--- src/rtl/alu_ctrl_pkg.sv ---
// Shared encodings for the ALU control sequencer: ALU operation selects, main-decoder
// operation classes, R-type funct codes and the sequencer state type.
package alu_ctrl_pkg;

  localparam logic [3:0] OpAnd     = 4'b0000;
  localparam logic [3:0] OpOr      = 4'b0001;
  localparam logic [3:0] OpNor     = 4'b0010;
  localparam logic [3:0] OpAdd     = 4'b0011;
  localparam logic [3:0] OpSub     = 4'b0100;
  localparam logic [3:0] OpLui     = 4'b0101;
  localparam logic [3:0] OpSll1    = 4'b0110;
  localparam logic [3:0] OpSrl1    = 4'b0111;
  localparam logic [3:0] OpPass    = 4'b1000;
  localparam logic [3:0] OpMulStep = 4'b1001;
  localparam logic [3:0] OpInvalid = 4'b1111;

  localparam logic [2:0] AluOpMem   = 3'b000;
  localparam logic [2:0] AluOpOr    = 3'b001;
  localparam logic [2:0] AluOpAnd   = 3'b010;
  localparam logic [2:0] AluOpAdd   = 3'b011;
  localparam logic [2:0] AluOpSub   = 3'b100;
  localparam logic [2:0] AluOpLui   = 3'b101;
  localparam logic [2:0] AluOpInv   = 3'b110;
  localparam logic [2:0] AluOpRType = 3'b111;

  localparam logic [5:0] FnAnd  = 6'h24;
  localparam logic [5:0] FnOr   = 6'h25;
  localparam logic [5:0] FnNor  = 6'h27;
  localparam logic [5:0] FnAdd  = 6'h20;
  localparam logic [5:0] FnSub  = 6'h22;
  localparam logic [5:0] FnJr   = 6'h08;
  localparam logic [5:0] FnSll  = 6'h00;
  localparam logic [5:0] FnSrl  = 6'h02;
  localparam logic [5:0] FnMult = 6'h18;

  typedef enum logic [1:0] {StIdle, StShift, StMul} state_e;

endpackage

--- src/rtl/alu_ctrl_decode.sv ---
// Zero-latency ALU control decode. Shifts and MULT decode to PASS here; the sequencer
// turns them into multi-cycle step sequences. MULT support depends on MULT_SEQ_EN.
module alu_ctrl_decode
  import alu_ctrl_pkg::*;
(
  input  logic [2:0] alu_op_i,
  input  logic [5:0] funct_i,
  output logic [3:0] op_o,
  output logic       shift_o,
  output logic       shift_right_o,
  output logic       mult_o
);

  always_comb begin
    op_o          = OpInvalid;
    shift_o       = 1'b0;
    shift_right_o = 1'b0;
    mult_o        = 1'b0;
    unique case (alu_op_i)
      AluOpMem:   op_o = OpAdd;
      AluOpOr:    op_o = OpOr;
      AluOpAnd:   op_o = OpAnd;
      AluOpAdd:   op_o = OpAdd;
      AluOpSub:   op_o = OpSub;
      AluOpLui:   op_o = OpLui;
      AluOpInv:   op_o = OpInvalid;
      AluOpRType: begin
        case (funct_i)
          FnAnd: op_o = OpAnd;
          FnOr:  op_o = OpOr;
          FnNor: op_o = OpNor;
          FnAdd: op_o = OpAdd;
          FnSub: op_o = OpSub;
          FnJr:  op_o = OpPass;
          FnSll: begin
            op_o    = OpPass;
            shift_o = 1'b1;
          end
          FnSrl: begin
            op_o          = OpPass;
            shift_o       = 1'b1;
            shift_right_o = 1'b1;
          end
`ifdef MULT_SEQ_EN
          FnMult: begin
            op_o   = OpPass;
            mult_o = 1'b1;
          end
`endif
          default: op_o = OpInvalid;
        endcase
      end
      default: op_o = OpInvalid;
    endcase
  end

endmodule

--- src/rtl/alu_control_seq.sv ---
// ALU control with a multi-cycle sequencer for shifts (one bit per step) and, when
// MULT_SEQ_EN is defined, a DATA_WIDTH-step multiply. Single-cycle ops decode directly.
module alu_control_seq
  import alu_ctrl_pkg::*;
#(
  parameter int unsigned DATA_WIDTH  = 32,
  parameter int unsigned SHAMT_WIDTH = 5,
  parameter int unsigned CTRL_WIDTH  = 4
) (
  input  logic                   clk,
  input  logic                   reset,
  input  logic                   Start,
  input  logic [2:0]             ALUOp,
  input  logic [5:0]             ALUFunction,
  input  logic [SHAMT_WIDTH-1:0] Shamt,
  output logic [CTRL_WIDTH-1:0]  ALUOperation,
  output logic                   StepAccumulate,
  output logic                   Busy,
  output logic                   Done
);

  localparam int unsigned CntW = (DATA_WIDTH > 1) ? $clog2(DATA_WIDTH) : 1;

  state_e          state_q;
  logic [CntW-1:0] cnt_q;
  logic            dir_right_q;
  logic            done_q;

  logic [3:0] dec_op;
  logic       dec_shift;
  logic       dec_right;
  logic       dec_mult;
  logic       launch_shift;
  logic       launch_mult;
  logic       in_idle;
  logic [3:0] op_sel;

  alu_ctrl_decode u_decode (
    .alu_op_i      (ALUOp),
    .funct_i       (ALUFunction),
    .op_o          (dec_op),
    .shift_o       (dec_shift),
    .shift_right_o (dec_right),
    .mult_o        (dec_mult)
  );

  assign in_idle      = (state_q == StIdle);
  // A zero shift is just a pass-through and never enters the sequencer.
  assign launch_shift = Start & dec_shift & (|Shamt);
`ifdef MULT_SEQ_EN
  assign launch_mult  = Start & dec_mult;
`else
  assign launch_mult  = 1'b0;
`endif

  always_ff @(posedge clk or negedge reset) begin
    if (!reset) begin
      state_q     <= StIdle;
      cnt_q       <= '0;
      dir_right_q <= 1'b0;
      done_q      <= 1'b0;
    end else begin
      done_q <= 1'b0;
      unique case (state_q)
        StIdle: begin
          if (launch_shift) begin
            state_q     <= StShift;
            cnt_q       <= CntW'(Shamt - SHAMT_WIDTH'(1));
            dir_right_q <= dec_right;
          end
`ifdef MULT_SEQ_EN
          else if (launch_mult) begin
            state_q <= StMul;
            cnt_q   <= CntW'(DATA_WIDTH - 1);
          end
`endif
        end
        StShift: begin
          if (cnt_q == '0) begin
            state_q <= StIdle;
            done_q  <= 1'b1;
          end else begin
            cnt_q <= cnt_q - 1'b1;
          end
        end
`ifdef MULT_SEQ_EN
        StMul: begin
          if (cnt_q == '0) begin
            state_q <= StIdle;
            done_q  <= 1'b1;
          end else begin
            cnt_q <= cnt_q - 1'b1;
          end
        end
`endif
        default: state_q <= StIdle;
      endcase
    end
  end

  always_comb begin
    op_sel = dec_op;
    unique case (state_q)
      StShift: op_sel = dir_right_q ? OpSrl1 : OpSll1;
      StMul:   op_sel = OpMulStep;
      default: op_sel = dec_op;
    endcase
  end

  assign ALUOperation   = CTRL_WIDTH'(op_sel);
  assign StepAccumulate = ~in_idle;
  // Gate the launch cycle with reset so Busy drops immediately while reset is low.
  assign Busy           = ~in_idle | (reset & (launch_shift | launch_mult));
  assign Done           = done_q;

endmodule

--- config.mk ---
export PLATFORM = sky130hd
export DESIGN_NAME = alu_control_seq
export DESIGN_NICKNAME = d
export VERILOG_FILES = /design/src/rtl/alu_ctrl_pkg.sv /design/src/rtl/alu_ctrl_decode.sv /design/src/rtl/alu_control_seq.sv
export SDC_FILE = /design/constraint.sdc
export NUM_CORES = 1
export LEC_CHECK = 0
export BUFFER_PORTS_ARGS = -buffer_cell sky130_fd_sc_hd__buf_2
export CORE_MARGIN = 10
export CORE_UTILIZATION = 45
export DETAILED_ROUTE_END_ITERATION = 8
export GPL_TIMING_DRIVEN = 1
export HOLD_SLACK_MARGIN = 0.08
export PLACE_DENSITY = 0.72
export SYNTH_ARGS = -nofsm -noshare
export SYNTH_HDL_FRONTEND = slang
export SYNTH_SLANG_ARGS = --single-unit
--- constraint.sdc ---
create_clock -name clk -period 2.7 [get_ports clk]
set_clock_uncertainty 0.2 [all_clocks]
set_input_delay 0.135 -clock clk [delete_from_list [all_inputs] [get_ports clk]]
set_output_delay 0.135 -clock clk [all_outputs]
set_load 0.005 [all_outputs]
After elaboration in Yosys (flattened, before gate mapping). Cells that the tools add are included.

Register bits: 9. Bits of input ports: 17. Output and inout port bits: 7. Logic and storage cells: 58.

Add/subtract/negate cells: 2. Eq/ne operators: 19. Muxes and demuxes: 16. Bitwise logic cells: 5. Reductions and logical operators: 12.

Operators with widths (count): $eq A6 B6 Y1 const B (5); $pmux W4 S7 (1); $pmux W4 S6 (1); $eq A3 B3 Y1 const B (4); $mux W5 (2); $pmux W5 S2 (1); $sub A5 B1 Y5 const B (2); $pmux W4 S2 (1); $mux W1 (7); $eq A3 B2 Y1 const B (2); $eq A6 B2 Y1 const B (1); $eq A6 B4 Y1 const B (1); $logic_not A6 Y1 (1); $ne A2 B2 Y1 const B (3); $logic_not A5 Y1 (1); $reduce_or A5 Y1 (1); $mux W2 (2); $pmux W2 S2 (1); $reduce_and A2 Y1 (2); $reduce_or A2 Y1 (2); $and A1 B1 Y1 (3); $eq A3 B1 Y1 const B (1); $logic_not A3 Y1 (1); $reduce_and A3 Y1 (1); 7 further kinds (7).

Logic depth before layout (Yosys ltp).
Depth in word-level cells: 8. Gate-level depth with buffers: 7. Mapped depth without buffers: 6.

Cells and area by module. A second synthesis with hierarchy kept.

Cells, all modules: 98. Area total of the unflattened synthesis: 799.5 um2.

Modules (own cells, without submodules): alu_control_seq (times used 1, cells an instance 56, area each 555.5 um2, seq. area each 200.2 um2); alu_ctrl_decode (times used 1, cells an instance 42, area each 244.0 um2, seq. area each 0.0 um2).

Worst setup path after synthesis. OpenSTA, ideal clock, no wires.

Path kind: flip-flop to flip-flop. From: register state_q[0]. To: register cnt_q[4]. Setup time: 0.065 ns. Arrival time: 1.678 ns. Data required time: 2.435 ns. Setup slack: 0.757 ns. Cell stages (with the launch flop): 8. Buffers on the path: 1. Period minus slack after synthesis: 1.943 ns. Cell sequence: dfrtp_1 clkbuf_1 mux2i_1 ha_1 o21a_1 o21ai_0 a21oi_1 o211a_1.

Cells in the longest elaborated chain, start to end: 3. Elaborated cells on any way between the ends: 7. Classes of those cells: eq/ne: 3; mux: 1; reduce/logical: 3.

RTL lines: from (decl) (line alu_control_seq.sv:24) `state_e state_q;`; from (signal assigned) (line alu_control_seq.sv:58) `state_q <= StIdle;`; from (signal assigned) (line alu_control_seq.sv:67) `state_q <= StShift;`; from (signal assigned) (line alu_control_seq.sv:80) `state_q <= StIdle;`; $eq A2 B1 Y1 / $logic_not A2 Y1 (equally long branches) (line alu_control_seq.sv:64) `unique case (state_q)`; $ne A2 B2 Y1 (no line) / $reduce_bool A2 Y1 (equally long branches); $reduce_and A3 Y1 (no line); to (signal assigned) (line alu_control_seq.sv:68) `cnt_q <= CntW'(Shamt - SHAMT_WIDTH'(1));`; to (signal assigned) (line alu_control_seq.sv:83) `cnt_q <= cnt_q - 1'b1;`; to (decl) (line alu_control_seq.sv:25) `logic [CntW-1:0] cnt_q;`.

Parallel ways exist; a longest one is shown, timed or not. A chain may end at the register's enable or synchronous reset.

Final worst setup path.
From: input Shamt[2]. To: output Busy.

Cells in the longest elaborated chain, start to end: 4.

RTL lines: from (decl) (line alu_control_seq.sv:15) `input logic [SHAMT_WIDTH-1:0] Shamt,`; $reduce_or A5 Y1 (line alu_control_seq.sv:49) `assign launch_shift = Start & dec_shift & (|Shamt);`; $and A1 B1 Y1 (line alu_control_seq.sv:49); $and A1 B1 Y1 (line alu_control_seq.sv:113) `assign Busy = ~in_idle | (reset & (launch_shift | launch_mult));`; $or A1 B1 Y1 (line alu_control_seq.sv:113); to (decl) (line alu_control_seq.sv:18) `output logic Busy,`.

No other way between the ends.

==> impl_metrics.ini <==
[global_route]
grt_first_pass_wirelength_mm = 3.26
grt-ovfl-total = 0
via_count_of_the_first_global_routing_pass = 770
grt_max_degree = 20
grt_usage_pct = 10.8
antenna_found_initial = 0

[clock_tree]
root_driver = sky130_fd_sc_hd__clkbuf_4
cts_tree = built
cts-htree-levels = 1
post_cts.resized_instances = 0
clk_pin_slew_ns = 0.05
clock_insertion_delay_worst_skew_ns = 0.25
clkSinkCount = 8
cts.path.max_buffers = 2
cts_made_buffers = 3

[sta]
worst-slew-pin-transition_ns = 0.636
max_slew_margin_pct = 57.6
setup_repair_after_global_routing_missed_its_margin = false
timing.setup.tns_ns = 0
finalSetupViolCount = 0
layout_worst_path_cycle_share_pct = 82.0
period_minus_slack_ns = 2.22
final-max-slew-violation-count = 0
max_clock_freq_mhz = 451
hold_viol_final = 0

[floorplan]
die_w_um = 61.5
die_height_um = 61.5
io_pins = 24
row_count = 14
placeable_core_region_sq_um = 1560
die_area_sq_um = 3780
initial_core_utilization_pct = 49.7

[drt]
dr_total_vias = 759
detail_route.vias_per_cell = 5.75
post_route_drc = 0
initialDrtViolationCount = 16
detail_route.wirelength_mm = 1.93
drt_pass1_iterations = 4
route.detailed.wl_per_inst_um = 14.6
ant_nets = 0

[worst_setup_path]
crit_path_category = in2out
crit_path_top_delay_cell = sky130_fd_sc_hd__dlygate4sd3_1
cp_max_fo = 4
path_cells = dlygate4sd3_1, buf_2, or4_1, nor2_2, nor2_1, a31o_2, buf_2
critical_path.n_buffers_inverters = 3
timing.critical_path.max_delay_family = buffers and inverters
worstPathArrival_ns = 1.88
cp.required_ns = 2.37
cp-startpoint = Shamt[2]
crit-reg2reg-launch = state_q[0]
end_kind = output port
critical_path.max_stage_delay_ns = 0.54
worst_setup_path_start_kind = primary input
crit_path_frequent_cell = sky130_fd_sc_hd__buf_2

[power]
power.share.clock_pct = 19.8
worst_ir_drop_vdd_mv = 0.431
internal_dissipation_mw = 0.299
power.leakage_nw = 0.409
combinationalPowerShare_pct = 36.0
switching_share_pct = 35.0
powerDensity_nw_per_um2 = 487
power.share.sequential_pct = 44.1
power.switching_mw = 0.161

[layout]
finalNetCount = 136
non_filler_cell_area_final_sq_um = 945
layout-area-overhead-vs-synth_pct = 22.0
post-route-util_pct = 60.6
diodes = 0
post_route_cells_drive_above_1_share_pct = 31.0

[place]
place_area_sq_um = 882
place.gp.congestion = 0.881
placed_wire_length_estimate_mm = 1.54
numPortBuffers = 23

[synthesis]
ys_types = 39
synth_compound_gate_area_share_pct = 25.2
post_synth_fa_ha_maj_area_fraction_pct = 1.62
synth-xor-area-share_pct = 5.65
combinational_family_with_the_most_area_after_synthesis = simple AND/OR/NAND/NOR gates
synth_top_area_cell = sky130_fd_sc_hd__dfrtp_1
syn_area_sq_um = 774
syn_avg_cell_area_sq_um = 8.51
synth.yosys.seq_area_share_pct = 25.8
synthCells = 91
synth_mux_area_share_pct = 7.27
synth_simple_gate_area_share_pct = 28.9
top_area_cell_type_share_of_the_netlist_area_pct = 25.8
yosys_register_bits = 8
yosys_warnings = 0
synth_top_cells_by_area = sky130_fd_sc_hd__dfrtp_1, sky130_fd_sc_hd__a21oi_1, sky130_fd_sc_hd__mux2i_1, sky130_fd_sc_hd__nor3_1, sky130_fd_sc_hd__nor2_1
synth_nets = 109

[run]
max_cap_viol_count = 0

[worst_hold_path]
hold_path.class = in2reg
worstHoldStart = ALUFunction[5]

[run_status]
outcome = complete, no violations
-- final timing paths --
kind	to	slack (ns)	cells after the start
max in group asynchronous	cnt_q[3]	1.34	3
hold reg to reg	cnt_q[0]	0.35	1
setup reg to reg	cnt_q[4]	0.51	6
min in group asynchronous	cnt_q[4]	0.68	3
hold / removal	dir_right_q	0.09	4
setup / recovery	Busy	0.48	7
-- metal layers --
| layer | vias to the layer above | routed length (um) | track usage [%] |
|---|---|---|---|
| met5 | - | 0 | 0 |
| met1 | 348 | 905 | 13.7 |
| li1 | 397 | - | - |
| met2 | 12 | 873 | 17.4 |
| met4 | 0 | 4 | 3.18 |
| met3 | 2 | 142 | 2.88 |
-- through the flow --
step	setup WS (ns)	total power, mW	hold WS (ns)	std cells
2_1_floorplan	0.757	0.312	-0.361	91
3_3_place_gp	0.641	0.363	-0.207	125
3_5_place_dp	0.530	0.366	-0.202	125
4_1_cts	0.481	0.466	0.0839	132
5_1_grt	0.327	0.495	0.133	132
6_report	0.485	0.460	0.0895	132
-- power groups by stage --
stage	clock network, mW	logic [mW]	registers, mW
after floorplan	0	0.122	0.190
after global placement	0	0.159	0.204
after detailed placement	0	0.161	0.205
after CTS	0.0968	0.167	0.202
after global routing	0.0999	0.183	0.212
final	0.0912	0.166	0.203
-- sequential cells by signal (all words and copies together) (netlist names) --
register / cells
state_q: 1
cnt_q: 5
Done: 1
dir_right_q: 1
-- cells in the final DEF (no fill, tap or decap), types with 2 or more instances in the layout --
cell                            count
sky130_fd_sc_hd__nor3_1             6
sky130_fd_sc_hd__dfrtp_1            8
sky130_fd_sc_hd__clkbuf_4           3
sky130_fd_sc_hd__dlygate4sd3_1      4
sky130_fd_sc_hd__xor2_1             2
sky130_fd_sc_hd__a221oi_1           3
sky130_fd_sc_hd__mux2i_1            3
sky130_fd_sc_hd__xnor2_1            3
sky130_fd_sc_hd__nand4_1            3
sky130_fd_sc_hd__inv_1              4
sky130_fd_sc_hd__nand2_1            4
sky130_fd_sc_hd__nand3_1            3
sky130_fd_sc_hd__nand2b_1           2
sky130_fd_sc_hd__nor2_1             8
sky130_fd_sc_hd__buf_2             23
sky130_fd_sc_hd__a21o_1             2
sky130_fd_sc_hd__o21ai_0            5
sky130_fd_sc_hd__a21oi_1            8
sky130_fd_sc_hd__or3_1              2
-- synth_stat cells --
cell type                  instances
sky130_fd_sc_hd__or4b_1            1
sky130_fd_sc_hd__xor2_1            2
sky130_fd_sc_hd__o21a_1            1
sky130_fd_sc_hd__or4_1             1
sky130_fd_sc_hd__nand2b_1          2
sky130_fd_sc_hd__nor2_1            8
sky130_fd_sc_hd__buf_6             1
sky130_fd_sc_hd__nand4_1           3
sky130_fd_sc_hd__nor3b_1           1
sky130_fd_sc_hd__inv_1             4
sky130_fd_sc_hd__a21o_1            2
sky130_fd_sc_hd__nor2_2            1
sky130_fd_sc_hd__mux2_4            1
sky130_fd_sc_hd__nand3b_1          1
sky130_fd_sc_hd__mux2i_1           3
sky130_fd_sc_hd__clkbuf_1          3
sky130_fd_sc_hd__a32oi_1           1
sky130_fd_sc_hd__nor4_4            1
sky130_fd_sc_hd__xnor2_1           3
sky130_fd_sc_hd__o41ai_4           1
sky130_fd_sc_hd__nor4b_2           1
sky130_fd_sc_hd__nor3_1            6
sky130_fd_sc_hd__a31o_2            1
sky130_fd_sc_hd__nand3_1           3
sky130_fd_sc_hd__a21oi_1           8
sky130_fd_sc_hd__o311ai_0          1
sky130_fd_sc_hd__ha_1              1
sky130_fd_sc_hd__mux2_2            1
sky130_fd_sc_hd__o21ai_0           5
sky130_fd_sc_hd__o31a_2            1
sky130_fd_sc_hd__nand2_1           4
sky130_fd_sc_hd__buf_2             1
sky130_fd_sc_hd__or3_1             2
sky130_fd_sc_hd__a221oi_1          3
sky130_fd_sc_hd__nand2_2           1
sky130_fd_sc_hd__and2_4            1
sky130_fd_sc_hd__a211oi_1          1
sky130_fd_sc_hd__dfrtp_1           8
sky130_fd_sc_hd__o211a_1           1
-- worst register-to-register path: stages, from the launching register on --
cell and delay (ns):
sky130_fd_sc_hd__dfrtp_1 0.75, sky130_fd_sc_hd__mux2i_1 0.36, sky130_fd_sc_hd__ha_1 0.30, sky130_fd_sc_hd__o21a_1 0.19, sky130_fd_sc_hd__o21ai_0 0.08, sky130_fd_sc_hd__a21oi_1 0.12
sky130_fd_sc_hd__o211a_1 0.15
-- cell families after synthesis --
| kind of cell | Yosys count |
|---|---|
| buffers and inverters | 9 |
| XOR/XNOR | 5 |
| AND/OR/NAND/NOR | 37 |
| adder cells (fa/ha/maj) | 1 |
| flip-flops | 8 |
| multiplexers | 5 |
| AO/OA/AOI/OAI | 26 |
-- cell type report --
type                    instances  area, sq um
repair buffers                 27          155
flip-flops and latches          8          200
well taps                      16         20.0
clock buffers                   3         22.5
fillers                       141          614
multi-input cells              74          532
inverters                       4         15.0
-- timing repair --
item                                   in CTS  in global routing
hold buffers                                4                  0
buffers inserted                            0                  0
setup endpoints to repair                   0                  0
endpoints found under the hold margin      10                  0
Power figures use the tool's default switching activity.
